==> config.mk <==
export PLATFORM = sky130hd
export DESIGN_NAME = regfile_sb_flat
export DESIGN_NICKNAME = d
export VERILOG_FILES = /design/src/rtl/regfile_sb_if.sv /design/src/rtl/regfile_sb.sv /design/src/flat_wrapper.sv
export SDC_FILE = /design/constraint.sdc
export NUM_CORES = 2
export LEC_CHECK = 0
export CAP_MARGIN = 40
export CORE_MARGIN = 4
export CORE_UTILIZATION = 35
export DETAILED_ROUTE_END_ITERATION = 12
export PLACE_DENSITY_LB_ADDON = 0.1
export SYNTH_ARGS = -nofsm -noshare
export SYNTH_HDL_FRONTEND = slang
export SYNTH_SLANG_ARGS = --single-unit
==> constraint.sdc <==
create_clock -name clk -period 9 [get_ports clk]
set_input_delay 1.8 -clock clk [delete_from_list [all_inputs] [get_ports clk]]
set_output_delay 1.8 -clock clk [all_outputs]
set_load 0.02 [all_outputs]
==> src/rtl/regfile_sb_if.sv <==
// Port bundle for the Y86-64 register file: decode reads, write-back commits, issue tracking.
// The core side uses the master modport and the register file uses the slave modport.
interface regfile_sb_if #(
    parameter int unsigned DATA_W = 64
);
    logic [3:0]        srcA;
    logic [3:0]        srcB;
    logic [DATA_W-1:0] valA;
    logic [DATA_W-1:0] valB;
    logic              wb_valid;
    logic [3:0]        dstE;
    logic [3:0]        dstM;
    logic [DATA_W-1:0] valE;
    logic [DATA_W-1:0] valM;
    logic              iss_valid;
    logic [3:0]        iss_dstE;
    logic [3:0]        iss_dstM;
    logic              busyA;
    logic              busyB;
    logic              sb_err;

    modport master (
        output srcA, srcB, wb_valid, dstE, dstM, valE, valM, iss_valid, iss_dstE, iss_dstM,
        input  valA, valB, busyA, busyB, sb_err
    );

    modport slave (
        input  srcA, srcB, wb_valid, dstE, dstM, valE, valM, iss_valid, iss_dstE, iss_dstM,
        output valA, valB, busyA, busyB, sb_err
    );
endinterface

==> src/rtl/regfile_sb.sv <==
// Y86-64 register file with two combinational read ports and per-register pending-write counters.
// Define REGFILE_BYPASS_EN to forward same-cycle write-back data and to hide retiring writes from busy.
module regfile_sb #(
    parameter int unsigned       DATA_W       = 64,
    parameter int unsigned       NREG         = 15,
    parameter logic [DATA_W-1:0] STACK_INIT   = DATA_W'(64'h200),
    parameter int unsigned       MAX_INFLIGHT = 3
) (
    input logic          clk,
    input logic          rst,
    regfile_sb_if.slave  bus
);

    localparam int unsigned CntW = (MAX_INFLIGHT > 0) ? $clog2(MAX_INFLIGHT + 1) : 1;
    typedef logic [CntW-1:0] cnt_t;

    logic [DATA_W-1:0] file_q   [NREG];
    logic [DATA_W-1:0] file_d   [NREG];
    cnt_t              cnt_q    [NREG];
    cnt_t              cnt_d    [NREG];
    logic [1:0]        inc      [NREG];
    logic [1:0]        dec      [NREG];
    logic [DATA_W-1:0] rd_data  [NREG];
    logic              busy_reg [NREG];
    logic              sb_err_q;
    logic              sb_err_d;

    // Write-back: valM is applied after valE so it wins when both target one register.
    always_comb begin : write_next
        for (int i = 0; i < int'(NREG); i++) begin
            file_d[i] = file_q[i];
            if (bus.wb_valid && (bus.dstE == 4'(i))) begin
                file_d[i] = bus.valE;
            end
            if (bus.wb_valid && (bus.dstM == 4'(i))) begin
                file_d[i] = bus.valM;
            end
        end
    end

    // Counter update is evaluated as a signed int so over/underflow is detected before clamping.
    always_comb begin : sb_next
        int sum;
        sum      = 0;
        sb_err_d = sb_err_q;
        for (int i = 0; i < int'(NREG); i++) begin
            inc[i] = {1'b0, bus.iss_valid && (bus.iss_dstE == 4'(i))}
                   + {1'b0, bus.iss_valid && (bus.iss_dstM == 4'(i))};
            dec[i] = {1'b0, bus.wb_valid && (bus.dstE == 4'(i))}
                   + {1'b0, bus.wb_valid && (bus.dstM == 4'(i))};
            sum      = int'(cnt_q[i]) + int'(inc[i]) - int'(dec[i]);
            cnt_d[i] = CntW'(sum);
            if (sum > int'(MAX_INFLIGHT)) begin
                cnt_d[i] = CntW'(MAX_INFLIGHT);
                sb_err_d = 1'b1;
            end else if (sum < 0) begin
                cnt_d[i] = '0;
                sb_err_d = 1'b1;
            end
        end
    end

    always_comb begin : per_reg_view
        for (int i = 0; i < int'(NREG); i++) begin
`ifdef REGFILE_BYPASS_EN
            if (bus.wb_valid && (bus.dstM == 4'(i))) begin
                rd_data[i] = bus.valM;
            end else if (bus.wb_valid && (bus.dstE == 4'(i))) begin
                rd_data[i] = bus.valE;
            end else begin
                rd_data[i] = file_q[i];
            end
            busy_reg[i] = 32'(cnt_q[i]) > 32'(dec[i]);
`else
            rd_data[i]  = file_q[i];
            busy_reg[i] = (cnt_q[i] != '0);
`endif
        end
    end

    // Index 4'hF and anything at or beyond NREG never match, so those ports read 0 / not busy.
    always_comb begin : read_ports
        bus.valA  = '0;
        bus.valB  = '0;
        bus.busyA = 1'b0;
        bus.busyB = 1'b0;
        for (int i = 0; i < int'(NREG); i++) begin
            if (bus.srcA == 4'(i)) begin
                bus.valA  = rd_data[i];
                bus.busyA = busy_reg[i];
            end
            if (bus.srcB == 4'(i)) begin
                bus.valB  = rd_data[i];
                bus.busyB = busy_reg[i];
            end
        end
    end

    assign bus.sb_err = sb_err_q;

    always_ff @(posedge clk) begin
        if (rst) begin
            for (int i = 0; i < int'(NREG); i++) begin
                file_q[i] <= (i == 4) ? STACK_INIT : '0;
                cnt_q[i]  <= '0;
            end
            sb_err_q <= 1'b0;
        end else begin
            for (int i = 0; i < int'(NREG); i++) begin
                file_q[i] <= file_d[i];
                cnt_q[i]  <= cnt_d[i];
            end
            sb_err_q <= sb_err_d;
        end
    end

endmodule

==> src/flat_wrapper.sv <==
// flat-port wrapper written by rule: the top's interface ports become plain ports
module regfile_sb_flat 
#(
    parameter int unsigned       DATA_W       = 64,
    parameter int unsigned       NREG         = 15,
    parameter logic [DATA_W-1:0] STACK_INIT   = DATA_W'(64'h200),
    parameter int unsigned       MAX_INFLIGHT = 3
)
  (clk, rst, bus_srcA, bus_srcB, bus_wb_valid, bus_dstE, bus_dstM, bus_valE, bus_valM, bus_iss_valid, bus_iss_dstE, bus_iss_dstM, bus_valA, bus_valB, bus_busyA, bus_busyB, bus_sb_err);
  regfile_sb_if #(.DATA_W(DATA_W)) bus_i ();
  input logic clk;
  input logic rst;
  input wire logic [$bits(bus_i.srcA)-1:0] bus_srcA;
  input wire logic [$bits(bus_i.srcB)-1:0] bus_srcB;
  input wire logic [$bits(bus_i.wb_valid)-1:0] bus_wb_valid;
  input wire logic [$bits(bus_i.dstE)-1:0] bus_dstE;
  input wire logic [$bits(bus_i.dstM)-1:0] bus_dstM;
  input wire logic [$bits(bus_i.valE)-1:0] bus_valE;
  input wire logic [$bits(bus_i.valM)-1:0] bus_valM;
  input wire logic [$bits(bus_i.iss_valid)-1:0] bus_iss_valid;
  input wire logic [$bits(bus_i.iss_dstE)-1:0] bus_iss_dstE;
  input wire logic [$bits(bus_i.iss_dstM)-1:0] bus_iss_dstM;
  output wire logic [$bits(bus_i.valA)-1:0] bus_valA;
  output wire logic [$bits(bus_i.valB)-1:0] bus_valB;
  output wire logic [$bits(bus_i.busyA)-1:0] bus_busyA;
  output wire logic [$bits(bus_i.busyB)-1:0] bus_busyB;
  output wire logic [$bits(bus_i.sb_err)-1:0] bus_sb_err;
  assign bus_i.srcA = bus_srcA;
  assign bus_i.srcB = bus_srcB;
  assign bus_i.wb_valid = bus_wb_valid;
  assign bus_i.dstE = bus_dstE;
  assign bus_i.dstM = bus_dstM;
  assign bus_i.valE = bus_valE;
  assign bus_i.valM = bus_valM;
  assign bus_i.iss_valid = bus_iss_valid;
  assign bus_i.iss_dstE = bus_iss_dstE;
  assign bus_i.iss_dstM = bus_iss_dstM;
  assign bus_valA = bus_i.valA;
  assign bus_valB = bus_i.valB;
  assign bus_busyA = bus_i.busyA;
  assign bus_busyB = bus_i.busyB;
  assign bus_sb_err = bus_i.sb_err;
  regfile_sb #(.DATA_W(DATA_W), .NREG(NREG), .STACK_INIT(STACK_INIT), .MAX_INFLIGHT(MAX_INFLIGHT)) u_core (.clk(clk), .rst(rst), .bus(bus_i));
endmodule
After elaboration in Yosys (flattened, before gate mapping)
Memory sizes are Yosys's and may differ from the RTL's.
Cells that the tools add are included.
{"block": "totals", "ff_bits": 1, "mem_bits_rw": 990, "out_inout_bits": 131, "memories": 2}
{"name": "u_core.file_q", "depth": 15, "word_bits": 64, "rd": 15, "rd_clocked_by_memory_dff": 0, "wr": 15, "line_no": "regfile_sb.sv:17", "rtl": "logic [DATA_W-1:0] file_q [NREG];"}
{"name": "u_core.cnt_q", "depth": 15, "word_bits": 2, "rd": 15, "rd_clocked_by_memory_dff": 0, "wr": 15, "line_no": "regfile_sb.sv:19", "rtl": "cnt_t cnt_q [NREG];"}
{"block": "classes", "add_sub_neg": 60, "magnitude_cmp": 30, "n_eq_ne": 84, "mux": 183, "bitwise_logic": 30, "reduce_logical": 82}
{"cell": "64-bit 2-to-1 mux", "n": 75}
{"cell": "32-bit by 3-bit > comparator with 1-bit output (second input constant)", "n": 15}
{"cell": "32-bit by 1-bit less-than comparator with 1-bit output (second input constant)", "n": 15}
{"cell": "32-bit by 3-bit subtractor with 32-bit output", "n": 15}
{"cell": "4-bit equality test (second input constant)", "n": 42}
{"cell": "4-bit by 3-bit equality test with 1-bit output (second input constant)", "n": 24}
{"cell": "2-bit 2-to-1 mux", "n": 45}
{"cell": "1-bit 2-to-1 mux", "n": 63}
{"cell": "1-bit by 1-bit adder with 2-bit output", "n": 30}
{"cell": "1-bit logical AND", "n": 60}
{"cell": "4-bit by 2-bit equality test with 1-bit output (second input constant)", "n": 12}
{"cell": "2-bit by 2-bit adder with 3-bit output", "n": 15}
{"cell": "1-bit OR", "n": 30}
{"cell": "2-bit nonzero test", "n": 15}
{"cell": "30-bit nonzero test", "n": 1}
{"cell": "4-bit by 1-bit equality test with 1-bit output (second input constant)", "n": 6}
{"cell": "4-bit logical NOT", "n": 6}

Logic depth before layout (Yosys ltp)
{"block": "depth", "word_depth": 36, "mapped_depth": 17}

Worst setup path before layout
No wires, ideal clock.
{"block": "synth_path", "path_kind": "input-to-output", "startpoint": "input port bus_srcA[2]", "endpoint": "output port bus_valA[40]", "arrival_time_ns": 3.640, "required_ns": 7.200, "setup_slack_ns": 3.560, "stages": 7, "path_buffers": 4, "path_cell_list": "buf_2 buf_2 buf_4 nor4b_4 clkbuf_1 a22oi_1 a311oi_1"}
{"block": "synth_between", "elab_chain_cells": 16}
{"item": "start: declaration", "line_no": "flat_wrapper.sv:13", "rtl": "input wire logic [$bits(bus_i.srcA)-1:0] bus_srcA;"}
{"item": "4-bit logical NOT", "line_no": "regfile_sb.sv:88", "rtl": "if (bus.srcA == 4'(i)) begin"}
{"item": "64-bit 2-to-1 mux (14 in series)", "line_no": "regfile_sb.sv:88"}
{"item": "64-bit 2-to-1 mux *", "line_no": "regfile_sb.sv:88"}
{"item": "end: declaration", "line_no": "flat_wrapper.sv:23", "rtl": "output wire logic [$bits(bus_i.valA)-1:0] bus_valA;"}
Every way passes the cells marked *; elsewhere a longest branch is shown, timed or not.

Final worst setup path
{"block": "layout_path", "startpoint": "input port bus_srcA[3]", "endpoint": "output port bus_valA[56]"}
The elaborated chain is that of the path after synthesis.

==> flow_summary.json <==
{
  "status": "finished, final reports clean",
  "finalHoldViolCount": 0,
  "syn-num-nets": 8148,
  "drv_cap": 0,
  "syn_inst": 7872,
  "setup-tns-final_ns": 0,
  "core_area_um2": 190000,
  "grt_max_degree": 184,
  "setup.worst_path.end_class": "output port",
  "hp-class": "flip-flop to flip-flop",
  "port_buffers": 286,
  "fin_util": 0.408,
  "period_share": 0.872,
  "synth_edf_count": 0,
  "dr.pass1.iters": 8,
  "fin_ws_ns": 1.15,
  "vdd_drop_max_v": 0.000157,
  "row_count": 160,
  "n_fill_cell": 18900,
  "grt_pass1_wl_mm": 525,
  "slowest_delay_ns": 0.76,
  "rsz0062_at_grt": "false",
  "crit_chain": "buf_4 -> buf_4 -> nor2b_4 -> nand2_1 -> o21ai_0 -> a2111oi_0 -> o21ai_0 -> clkdlybuf4s50_1",
  "tightest_slew_ns": 1.26,
  "cts_buffer_depth": 3,
  "holdBufCountCts": 0,
  "hpwl_mm": 235,
  "grt_pass1_vias": 63500,
  "cts_setup_buffers": 0,
  "h-tree-depth": 4,
  "yosys_most_used_dff": "dfxtp_1",
  "die_area_um2": 198000,
  "die_h_um": 445,
  "initial_core_util": 0.351,
  "drive_above_1_share": 0.165,
  "wl_per_cell_um": 37.1,
  "slew_headroom": 0.160,
  "path_class": "primary input to output port",
  "cts_tree": "done",
  "cts_buffers": 133,
  "arrival_ns": 6.05,
  "p_leak_uw": 0.0333,
  "worstPathMaxFanout": 47,
  "ys_warn_count": 0,
  "yosys.area.top_type": "dfxtp_1",
  "overflow": 0,
  "post_dp_cell_area_um2": 72900,
  "yosysSeqAreaShare": 0.297,
  "ys_top_cells_by_area": "dfxtp_1 30%, mux2i_1 15%, mux2_2 11%, o21ai_0 4.6%, nand2_1 4.1%",
  "multiInputGateArea_um2": 43400,
  "highest_layer": "met5",
  "clk_latency_ns": 0.79,
  "ctsResizeCount": 0,
  "nNetsFinal": 8004,
  "drc": 0,
  "ys_ff_latch": 991,
  "skew_ns": 0.00355,
  "synth_area_um2": 66800,
  "power_density_nw_per_um2": 163,
  "clkSinkCount": 991,
  "synth_top_area_frac": 0.297,
  "area_growth_pct": 16.0,
  "wl_met3_mm": 43.5,
  "seq_area_um2": 19800,
  "grt_use_total": 0.372,
  "root_buffer": "clkbuf_16",
  "vias": 68000,
  "met1_length_mm": 152,
  "wl_met2_mm": 158,
  "slowest_stage": "a2111oi_0",
  "antenna_found_initial": 41,
  "required_ns": 7.20,
  "globalplace.congestion": 0.939,
  "finalWirelength_mm": 385,
  "setup_violations": 0,
  "io_pins": 287,
  "clk_pin_slew_ns": 0.05,
  "final_area_um2": 77400,
  "final_cell_mix": "991 x dfxtp_1, 976 x mux2i_1, 727 x nand2_1",
  "post_drt_via_cell_ratio": 6.55,
  "postSynthAreaPerCell_um2": 8.48,
  "crit_path_start_kind": "primary input",
  "max_freq_mhz": 127,
  "die_width_um": 445,
  "layout_commonest_cell": "dfxtp_1",
  "dpl_worst_slack_ns": 1.31,
  "slew_viol_final": 0,
  "synth-async-reset-ratio": 0,
  "drt_iter0_markers": 9616,
  "finalCriticalPeriod_ns": 7.85,
  "synth_cell_types": 84,
  "antenna_left": 0
}
[Yosys cell counts (all sizes together) (17+ instances only)]
cell type,n
a211oi,83
a21o,88
a21oi,284
a221oi,76
a222oi,21
a22o,24
a22oi,157
a2bb2oi,20
a31oi,26
and3,25
buf,332
clkbuf,509
dfxtp,991
fa,45
ha,75
inv,143
mux2,645
mux2i,976
mux4,64
nand2,733
nand2b,46
nand3,47
nor2,707
nor2b,389
nor3,108
nor3b,31
o211a,22
o211ai,73
o21a,42
o21ai,611
o221ai,47
o22a,33
o22ai,175
o2bb2ai,17
o32ai,24
[worst paths after layout]
check	from	endpoint	slack (ns)	cells after the start
setup reg to reg	u_core.cnt_q[1][10]	u_core.bus.sb_err	5.87	10
setup / recovery	bus_srcA[3]	bus_valA[56]	1.15	8
hold / removal	u_core.file_q[0][397]	u_core.file_q[0][397]	0.48	2
hold reg to reg	u_core.file_q[0][397]	u_core.file_q[0][397]	0.48	2
[critical path: cells and delay by family]
kind	cells	cell delay, ns
buf+inv	3	1.86
simple gates	2	0.76
compound gates	3	1.47
[layout make-up]
type | instances | share of cell area
Inverter | 148 | 0.00732
Clock inverter | 35 | 0.00588
Antenna cell | 39 | 0.00126
Multi-Input combinational cell | 5892 | 0.561
Sequential cell | 991 | 0.256
Tap cell | 2511 | 0.0406
Clock buffer | 204 | 0.0513
Timing Repair Buffer | 562 | 0.0768
[registers in the layout, indices dropped and copies added (netlist names)]
| signal | flops |
|---|---|
| u_core.file_q | 960 |
| u_core.cnt_q | 30 |
| u_core.bus.sb_err | 1 |
[per-layer routing]
metal	vias to the layer above	GRT usage
met1	33500	0.478
met4	18	0.259
met2	4955	0.535
met5	-	0.00537
met3	1390	0.103
li1	28100	-
[cell families after synthesis]
kind of cell	synth area share
AOI/OAI and AO/OA	0.186
adders and majority gates	0.0276
buffers and inverters	0.0614
DFF	0.297
muxes	0.277
and+or+nand+nor	0.151
[per-stage QoR]
step / hold WS (ns) / cells / total power, uW
floorplan: 0.442 / 7872 / 5950
global placement: 0.461 / 10100 / 6970
detailed placement: 0.466 / 10100 / 7020
CTS: 0.476 / 10300 / 12500
global route: 0.499 / 10400 / 12900
finish: 0.477 / 10400 / 12600
[where the power goes]
| group | switching (uW) | internal (uW) |
|---|---|---|
| logic | 1560 | 824 |
| registers | 130 | 4510 |
| clock network | 2320 | 3270 |
| total | 4000 | 8610 |
No activity file was read; power rests on OpenSTA's default activity.
